<file path="src/rtl/current_mirror_cal.sv">
// current_mirror_cal
//   Calibration sequencer for the 2-bit current-mirror gain select. It steps
//   the mirror code linearly from 0 (highest gain) to 3 (lowest gain). For
//   each code it waits SETTLE_CYC cycles, then majority-votes NSAMP comparator
//   samples. The first code whose vote does not report "above target" is
//   latched as the calibrated code.
//
// Ports
//   clk       system clock
//   rstn      synchronous active-low reset
//   start     single-cycle calibration request (accepted in IDLE/DONE only)
//   cmp_hi    comparator, 1 = mirrored current above target (synchronised)
//   ovr_en    manual override enable; aborts a running calibration
//   ovr_code  manual mirror code, applied while ovr_en=1
//   cfg_mirr  registered mirror code to the current_mirror array
//   cal_code  last calibrated code
//   busy      calibration in progress
//   done      calibration completed (level, held until next start/reset)
//   sat_err   comparator still high at code 3
//
// Optional build macro
//   CAL_RECAL_EN  when defined, a calibration restarts automatically after
//                 RECAL_PERIOD idle cycles in DONE (counter held clear while
//                 ovr_en=1 or outside DONE).
module current_mirror_cal #(
  parameter int unsigned SETTLE_CYC   = 16,
  parameter int unsigned NSAMP        = 5,
  parameter logic [1:0]  RESET_CODE   = 2'b01,
  parameter int unsigned RECAL_PERIOD = 4096
) (
  input  logic       clk,
  input  logic       rstn,
  input  logic       start,
  input  logic       cmp_hi,
  input  logic       ovr_en,
  input  logic [1:0] ovr_code,
  output logic [1:0] cfg_mirr,
  output logic [1:0] cal_code,
  output logic       busy,
  output logic       done,
  output logic       sat_err
);

  localparam int unsigned CMAX = (SETTLE_CYC > NSAMP) ? SETTLE_CYC : NSAMP;
  localparam int unsigned CW   = $clog2(CMAX + 1);
  localparam int unsigned OW   = $clog2(NSAMP + 1);

  if (SETTLE_CYC < 1) begin : g_bad_settle
    $error("SETTLE_CYC must be >= 1");
  end
  if ((NSAMP < 1) || ((NSAMP % 2) == 0)) begin : g_bad_nsamp
    $error("NSAMP must be odd and >= 1");
  end
  if (RECAL_PERIOD < 1) begin : g_bad_recal
    $error("RECAL_PERIOD must be >= 1");
  end

  typedef enum logic [2:0] {
    S_IDLE,
    S_SETTLE,
    S_SAMPLE,
    S_DECIDE,
    S_DONE
  } state_t;

  state_t        state_q, state_d;
  logic [1:0]    code_q, code_d;
  logic [1:0]    cfg_q, cfg_d;
  logic [1:0]    cal_q, cal_d;
  logic          busy_q, busy_d;
  logic          done_q, done_d;
  logic          sat_q, sat_d;
  logic [CW-1:0] cyc_q, cyc_d;
  logic [OW-1:0] ones_q, ones_d;
  logic          too_high;
  logic          start_acc;
  logic          recal_trig;

`ifdef CAL_RECAL_EN
  localparam int unsigned RW = $clog2(RECAL_PERIOD + 1);
  logic [RW-1:0] recal_q, recal_d;

  // Counts idle cycles in DONE; any other state or an override clears it.
  always_comb begin
    recal_d    = '0;
    recal_trig = 1'b0;
    if ((state_q == S_DONE) && !ovr_en) begin
      if (recal_q == RW'(RECAL_PERIOD - 1)) begin
        recal_trig = 1'b1;
      end else begin
        recal_d = recal_q + 1'b1;
      end
    end
  end

  always_ff @(posedge clk) begin
    if (!rstn) begin
      recal_q <= '0;
    end else begin
      recal_q <= recal_d;
    end
  end
`else
  assign recal_trig = 1'b0;
`endif

  assign too_high  = ones_q > OW'(NSAMP / 2);
  assign start_acc = (start || recal_trig) && !ovr_en &&
                     ((state_q == S_IDLE) || (state_q == S_DONE));

  always_comb begin
    state_d = state_q;
    code_d  = code_q;
    cfg_d   = cfg_q;
    cal_d   = cal_q;
    busy_d  = busy_q;
    done_d  = done_q;
    sat_d   = sat_q;
    cyc_d   = cyc_q;
    ones_d  = ones_q;

    if (ovr_en) begin
      // Override wins in every state; a running search is abandoned.
      cfg_d = ovr_code;
      if (busy_q) begin
        state_d = S_IDLE;
        busy_d  = 1'b0;
        done_d  = 1'b0;
        cyc_d   = '0;
        ones_d  = '0;
      end
    end else begin
      unique case (state_q)
        S_IDLE, S_DONE: begin
          cfg_d = cal_q;
          if (start_acc) begin
            state_d = S_SETTLE;
            code_d  = '0;
            cfg_d   = '0;
            busy_d  = 1'b1;
            done_d  = 1'b0;
            sat_d   = 1'b0;
            cyc_d   = '0;
            ones_d  = '0;
          end
        end
        S_SETTLE: begin
          cfg_d = code_q;
          if (cyc_q == CW'(SETTLE_CYC - 1)) begin
            cyc_d   = '0;
            state_d = S_SAMPLE;
          end else begin
            cyc_d = cyc_q + 1'b1;
          end
        end
        S_SAMPLE: begin
          cfg_d  = code_q;
          ones_d = ones_q + OW'(cmp_hi);
          if (cyc_q == CW'(NSAMP - 1)) begin
            cyc_d   = '0;
            state_d = S_DECIDE;
          end else begin
            cyc_d = cyc_q + 1'b1;
          end
        end
        S_DECIDE: begin
          if (too_high && (code_q != 2'd3)) begin
            code_d  = code_q + 2'd1;
            cfg_d   = code_q + 2'd1;
            ones_d  = '0;
            state_d = S_SETTLE;
          end else begin
            // Either the first non-overshooting code or saturation at 3.
            cal_d   = code_q;
            cfg_d   = code_q;
            sat_d   = too_high;
            done_d  = 1'b1;
            busy_d  = 1'b0;
            state_d = S_DONE;
          end
        end
        default: state_d = S_IDLE;
      endcase
    end
  end

  always_ff @(posedge clk) begin
    if (!rstn) begin
      state_q <= S_IDLE;
      code_q  <= '0;
      cfg_q   <= RESET_CODE;
      cal_q   <= RESET_CODE;
      busy_q  <= 1'b0;
      done_q  <= 1'b0;
      sat_q   <= 1'b0;
      cyc_q   <= '0;
      ones_q  <= '0;
    end else begin
      state_q <= state_d;
      code_q  <= code_d;
      cfg_q   <= cfg_d;
      cal_q   <= cal_d;
      busy_q  <= busy_d;
      done_q  <= done_d;
      sat_q   <= sat_d;
      cyc_q   <= cyc_d;
      ones_q  <= ones_d;
    end
  end

  assign cfg_mirr = cfg_q;
  assign cal_code = cal_q;
  assign busy     = busy_q;
  assign done     = done_q;
  assign sat_err  = sat_q;

endmodule

</file>
<file path="config.mk">
export PLATFORM = sky130hd
export DESIGN_NAME = current_mirror_cal
export DESIGN_NICKNAME = d
export VERILOG_FILES = /design/src/rtl/current_mirror_cal.sv
export SDC_FILE = /design/constraint.sdc
export NUM_CORES = 1
export LEC_CHECK = 0
export CAP_MARGIN = 10
export CORE_AREA = 2 2 42 63
export DETAILED_ROUTE_END_ITERATION = 7
export DIE_AREA = 0 0 44 65
export PLACE_DENSITY = 0.79
export SYNTH_ARGS = -nofsm -noshare
export SYNTH_HDL_FRONTEND = slang
export SYNTH_SLANG_ARGS = --single-unit
export TNS_END_PERCENT = 50
</file>
<file path="constraint.sdc">
create_clock -name clk -period 3.4 [get_ports clk]
set_input_delay 0.51 -clock clk [delete_from_list [all_inputs] [get_ports clk]]
set_output_delay 0.51 -clock clk [all_outputs]
set_load 0.005 [all_outputs]
</file>
==> Word-level counts from Yosys, hierarchy flattened <==
Index checks and enable logic that the tools add are counted.
{ "classes": {"addsub": 3, "muxes": 33, "bitwise": 3, "eq_ne": 15, "magnitude_cmp": 1, "n_reduce_logical": 22} }
{ "ops": {"columns": ["cell", "n"], "rows": [
  ["2-to-1 mux 3 bit", 9],
  ["2-to-1 mux 5 bit", 5],
  ["AND reduction 4 bit", 4],
  ["inequality test 3 bit, second input constant", 5],
  ["case mux 5 bit (3 select lines)", 1],
  ["case mux 3 bit (4 select lines)", 1],
  ["AND reduction 3 bit", 4],
  ["nonzero test 4 bit", 3],
  ["case mux 3 bit (3 select lines)", 1],
  ["2-to-1 mux 2 bit", 4],
  ["2-to-1 mux 1 bit", 7],
  ["equality test 3 x 2 -> 1 bit, second input constant", 2],
  ["inequality test 2 bit, second input constant", 3],
  ["case mux 1 bit (2 select lines)", 3],
  ["case mux 2 bit (3 select lines)", 1],
  ["OR reduction 2 bit", 3],
  ["adder 5 x 1 -> 5 bit, second input constant", 1],
  ["equality test 5 x 3 -> 1 bit, second input constant", 1],
  ["equality test 5 x 4 -> 1 bit, second input constant", 1],
  ["case mux 2 bit (2 select lines)", 1],
  ["adder 3 x 1 -> 3 bit", 1],
  ["equality test 3 x 1 -> 1 bit, second input constant", 1],
  ["equality test 3 bit, second input constant", 1],
  ["greater-than comparator 3 x 2 -> 1 bit, second input constant", 1],
  ["other kinds (9)", 13]
]} }
{ "word_totals": {"reg_bits": 20, "inputBits": 7, "wordCells": 86, "out_inout_bits": 7} }

==> Logic depth before layout (Yosys ltp) <==
{ "depth": {"ltp_word": 6, "depth_mapped": 8} }

==> Least setup slack after synthesis <==
Ideal clock, no wire load.
{ "synth_path": {"kind": "flip-flop to flip-flop", "start": "reg cyc_q[0]", "end": "reg state_q[0]", "stages_incl_launch_ff": 9, "t_required_ns": 3.284, "path_buffers": 0, "setup_time_ns": 0.116, "period_less_slack_ns": 1.685, "slack_ns": 1.715, "arrival_ns": 1.569, "cell_sequence": "dfxtp_1 > ha_1 > nand3_1 > inv_1 > ha_1 > o22ai_1 > a211oi_2 > nor3b_1 > a31o_2"} }
{ "synth_between": {"elab_chain_cells": 3} }
{ "synth_rtl": {"columns": ["element", "line_no", "rtl"], "rows": [
  ["start: declaration", "73", "logic [CW-1:0] cyc_q, cyc_d;"],
  ["start signal: assignment", "206", "cyc_q <= cyc_d;"],
  ["equality test 5 x 3 -> 1 bit or equality test 5 x 4 -> 1 bit (tied branches)", "159, 149", null],
  ["inequality test 3 bit (no source line)", null, null],
  ["AND reduction 4 bit (no source line) (*)", null, null],
  ["end signal: assignment", "199", "state_q <= state_d;"],
  ["end: declaration", "66", "state_t state_q, state_d;"]
]} }
Mark *: on every way between the ends. The rest lies on a longest branch, timed or not.
A chain may end at the register's enable or synchronous reset.

==> Final worst setup path <==
{ "layout_path": {"start": "in ovr_en", "end": "reg cyc_q[3]"} }
{ "layout_between": {"elab_chain_cells": 5} }
{ "layout_rtl": {"columns": ["element", "line_no", "rtl"], "rows": [
  ["start: declaration", "35", "input logic ovr_en,"],
  ["logical NOT 1 bit", "108", "assign start_acc = (start || recal_trig) && !ovr_en &&"],
  ["logical AND 1 bit (2 in series)", "108", null],
  ["inequality test 3 bit (no source line)", null, null],
  ["AND reduction 3 bit (no source line)", null, null]
]} }
Parallel ways exist; a longest one is shown, timed or not.

==> metrics <==
status=finished clean; Placer Congestion=0.9266; DP Worst Slack=0.8739 ns; Netlist cell types=43; GRT Total Usage=21.99%; Main synth FF type=dfxtp_1; number of synthesized flops with an enable pin=0; average wire per standard cell=15.00 um; dpl hpwl=2.097 mm; GRT overflow=0; Antenna Nets Post-Route=0; global-route wire length before repair=4.774 mm; crit path cell chain=clkdlybuf4s50_1 > inv_2 > o2111ai_2 > o311ai_2 > or3_1 > a211oi_2; Hold Path Class=reg2reg; CTS Buf Count=3; final wirelength=2.820 mm; Post-CTS Resized=0; TritonCTS clock tree=built; most frequent cells in the layout=dfxtp_1, nand2_1, clkdlybuf4s50_1; Final Hold Fails=0; Die ar.=2860 um2; Slew Limit Fails=0; CP Max Fanout=15; max_slew headroom=54.25%; Worst setup endpoint=cyc_q[3]$_SDFFE_PN0P_; Leak=0.5112 nW; reg2reg setup slack=1.38 ns; DRC viols=0; crit path kind=in2reg; Final Cycle Share=65.25%; clock slew at reported path FFs=0.11 ns; Site Rows=22; synth warn=0; Via density=6.176; Final #Nets=179; Sink Count=20; vias in the first global route=1057; non-filler cells, final=188; Post-CTS Setup Bufs=0; placed cells=184; Synth async-reset ratio=0%; fmax=450.7 MHz; # port buffers=13; Setup crit end kind=flip-flop; Longest Clk Path Bufs=2; fin crit period=2.219 ns; CTS HTree Levels=1; most common cell after layout, fill and taps aside=dfxtp_1; PD cells=322.9 nW/um2; startpoint types=primary input; Ant. Diodes=0; CTS root buf=clkbuf_4; register area share after synthesis=32.36%; Yosys reg bits=20; total core area=2367 um2; reg2reg end=state_q[0]$_SDFFE_PN0P_; Setup TNS Final=0 ns; unrepaired setup endpoints after global routing=no; antenna violations before repair=0; Critical R2R Launch=cyc_q[1]$_SDFFE_PN0P_; Power, Total=0.4464 mW; final worst slack=1.181 ns; Final setup viols=0; maximum VDD drop=0.2560 mV; Worst-Margin Slew=0.6852 ns; worst hold start=ones_q[1]$_SDFFE_PN0P_; DRT iter0 DRCs=66; Post-Syn Nets=168; chip width=44 um; clk_skew=0.005846 ns; CP max stage cell=clkdlybuf4s50_1; largest net degree at the start of global routing=23; die height=65 um; WP data required=3.64 ns; mapped cell area=1237 um2; first-pass iteration count of the detailed router=4; Worst Path Arrival=2.46 ns; CP peak stage delay=0.85 ns; Synth Instances=154; Vias=1161; Clock Latency Late Sink=0.31 ns; CTS Hold Buffers Added=0; Starting Density=52.27%; Final Core Density=58.40%; Area growth syn-to-layout=11.73%; maxcap violations=0; layout cells sized above 1=9.146%; Worst R2R Path Depth=8; Avg Cell Area, Syn=8.035 um2; # IOs=14; CP Launch Point=ovr_en
-- routing by layer --
| layer | routed length (um) | part of all wire, % | up-vias | global-route usage (%) |
|---|---|---|---|---|
| li1 | - | - | 575 | - |
| met1 | 1140 | 40 | 541 | 25.39 |
| met2 | 1510 | 54 | 35 | 38.05 |
| met3 | 110 | 3.9 | 10 | 3.621 |
| met4 | 58 | 2.1 | 0 | 10.23 |
| met5 | 0 | 0 | - | 0 |
-- area by class of cell --
cell class,instances,area (um2)
multi-input combinational,115,740.7
inverter,12,45.04
fill,219,984.7
clock buffer,4,36.28
tap,24,30.03
sequential,20,400.4
timing repair buffer,13,130.1
-- report_power, final --
| part | switching [mW] | total (mW) | internal (mW) | leakage (nW) |
|---|---|---|---|---|
| registers | 0.00829 | 0.247 | 0.239 | 0.162 |
| clock network | 0.0751 | 0.141 | 0.0655 | 0.0210 |
| logic | 0.0330 | 0.0589 | 0.0259 | 0.328 |
-- flip-flops by register name (all words and copies together) (netlist names) --
register / flops
code_q: 2
cfg_mirr: 2
ones_q: 3
sat_err: 1
busy: 1
state_q: 3
cal_code: 2
done: 1
cyc_q: 5
-- cell families (layout without fill, tap and decap cells) --
kind of cell	Yosys count	in the layout	share of synthesized area (%)
AOI/OAI and AO/OA	47	47	26.59
xor gates and xnor gates	2	2	1.416
adders and majority gates	7	7	7.078
buffers and inverters	19	29	7.786
DFF	20	20	32.36
muxes	2	2	1.618
and+or+nand+nor	57	57	23.16
-- critical path, delay by kind of cell --
kind | cells | cell delay [ns]
AO/OA/AOI/OAI | 3 | 0.54
buffers and inverters | 2 | 1.00
AND/OR/NAND/NOR | 1 | 0.40
-- synth_stat cells (2+ instances only) --
cell type	n	share of area [%]
dfxtp_1	20	32
nand2_1	18	5.5
nor2_1	11	3.3
o21ai_0	11	4.4
a21oi_1	10	4.0
inv_1	10	3.0
nand3_1	8	3.2
ha_1	7	7.1
o22ai_1	6	3.0
nor3_1	5	2.0
a211oi_1	3	1.8
buf_6	3	2.7
nand2b_1	3	1.5
a211oi_2	2	2.0
and2_1	2	1.0
buf_2	2	0.81
clkbuf_1	2	0.61
inv_2	2	0.61
mux2i_1	2	1.6
o21a_1	2	1.2
or3_1	2	1.0
xnor2_1	2	1.4
-- per-stage QoR --
stage,hold slack (ns),area (um2)
2_1_floorplan,0.4621,1237
3_3_place_gp,0.4723,1346
3_5_place_dp,0.4862,1346
4_1_cts,0.5029,1383
5_1_grt,0.5325,1383
6_report,0.5006,1383
-- how the worst min path moves through the flow --
stage | to | slack [ns] | cells after the start
floorplan | cyc_q[0]$_SDFFE_PN0P_ | 0.46 | 2
global placement | ones_q[0]$_SDFFE_PN0P_ | 0.47 | 2
detailed placement | ones_q[0]$_SDFFE_PN0P_ | 0.49 | 2
CTS | ones_q[0]$_SDFFE_PN0P_ | 0.50 | 2
global route | ones_q[0]$_SDFFE_PN0P_ | 0.53 | 2
finish | ones_q[1]$_SDFFE_PN0P_ | 0.50 | 2
Note: power is estimated with default switching activity, not from simulation.
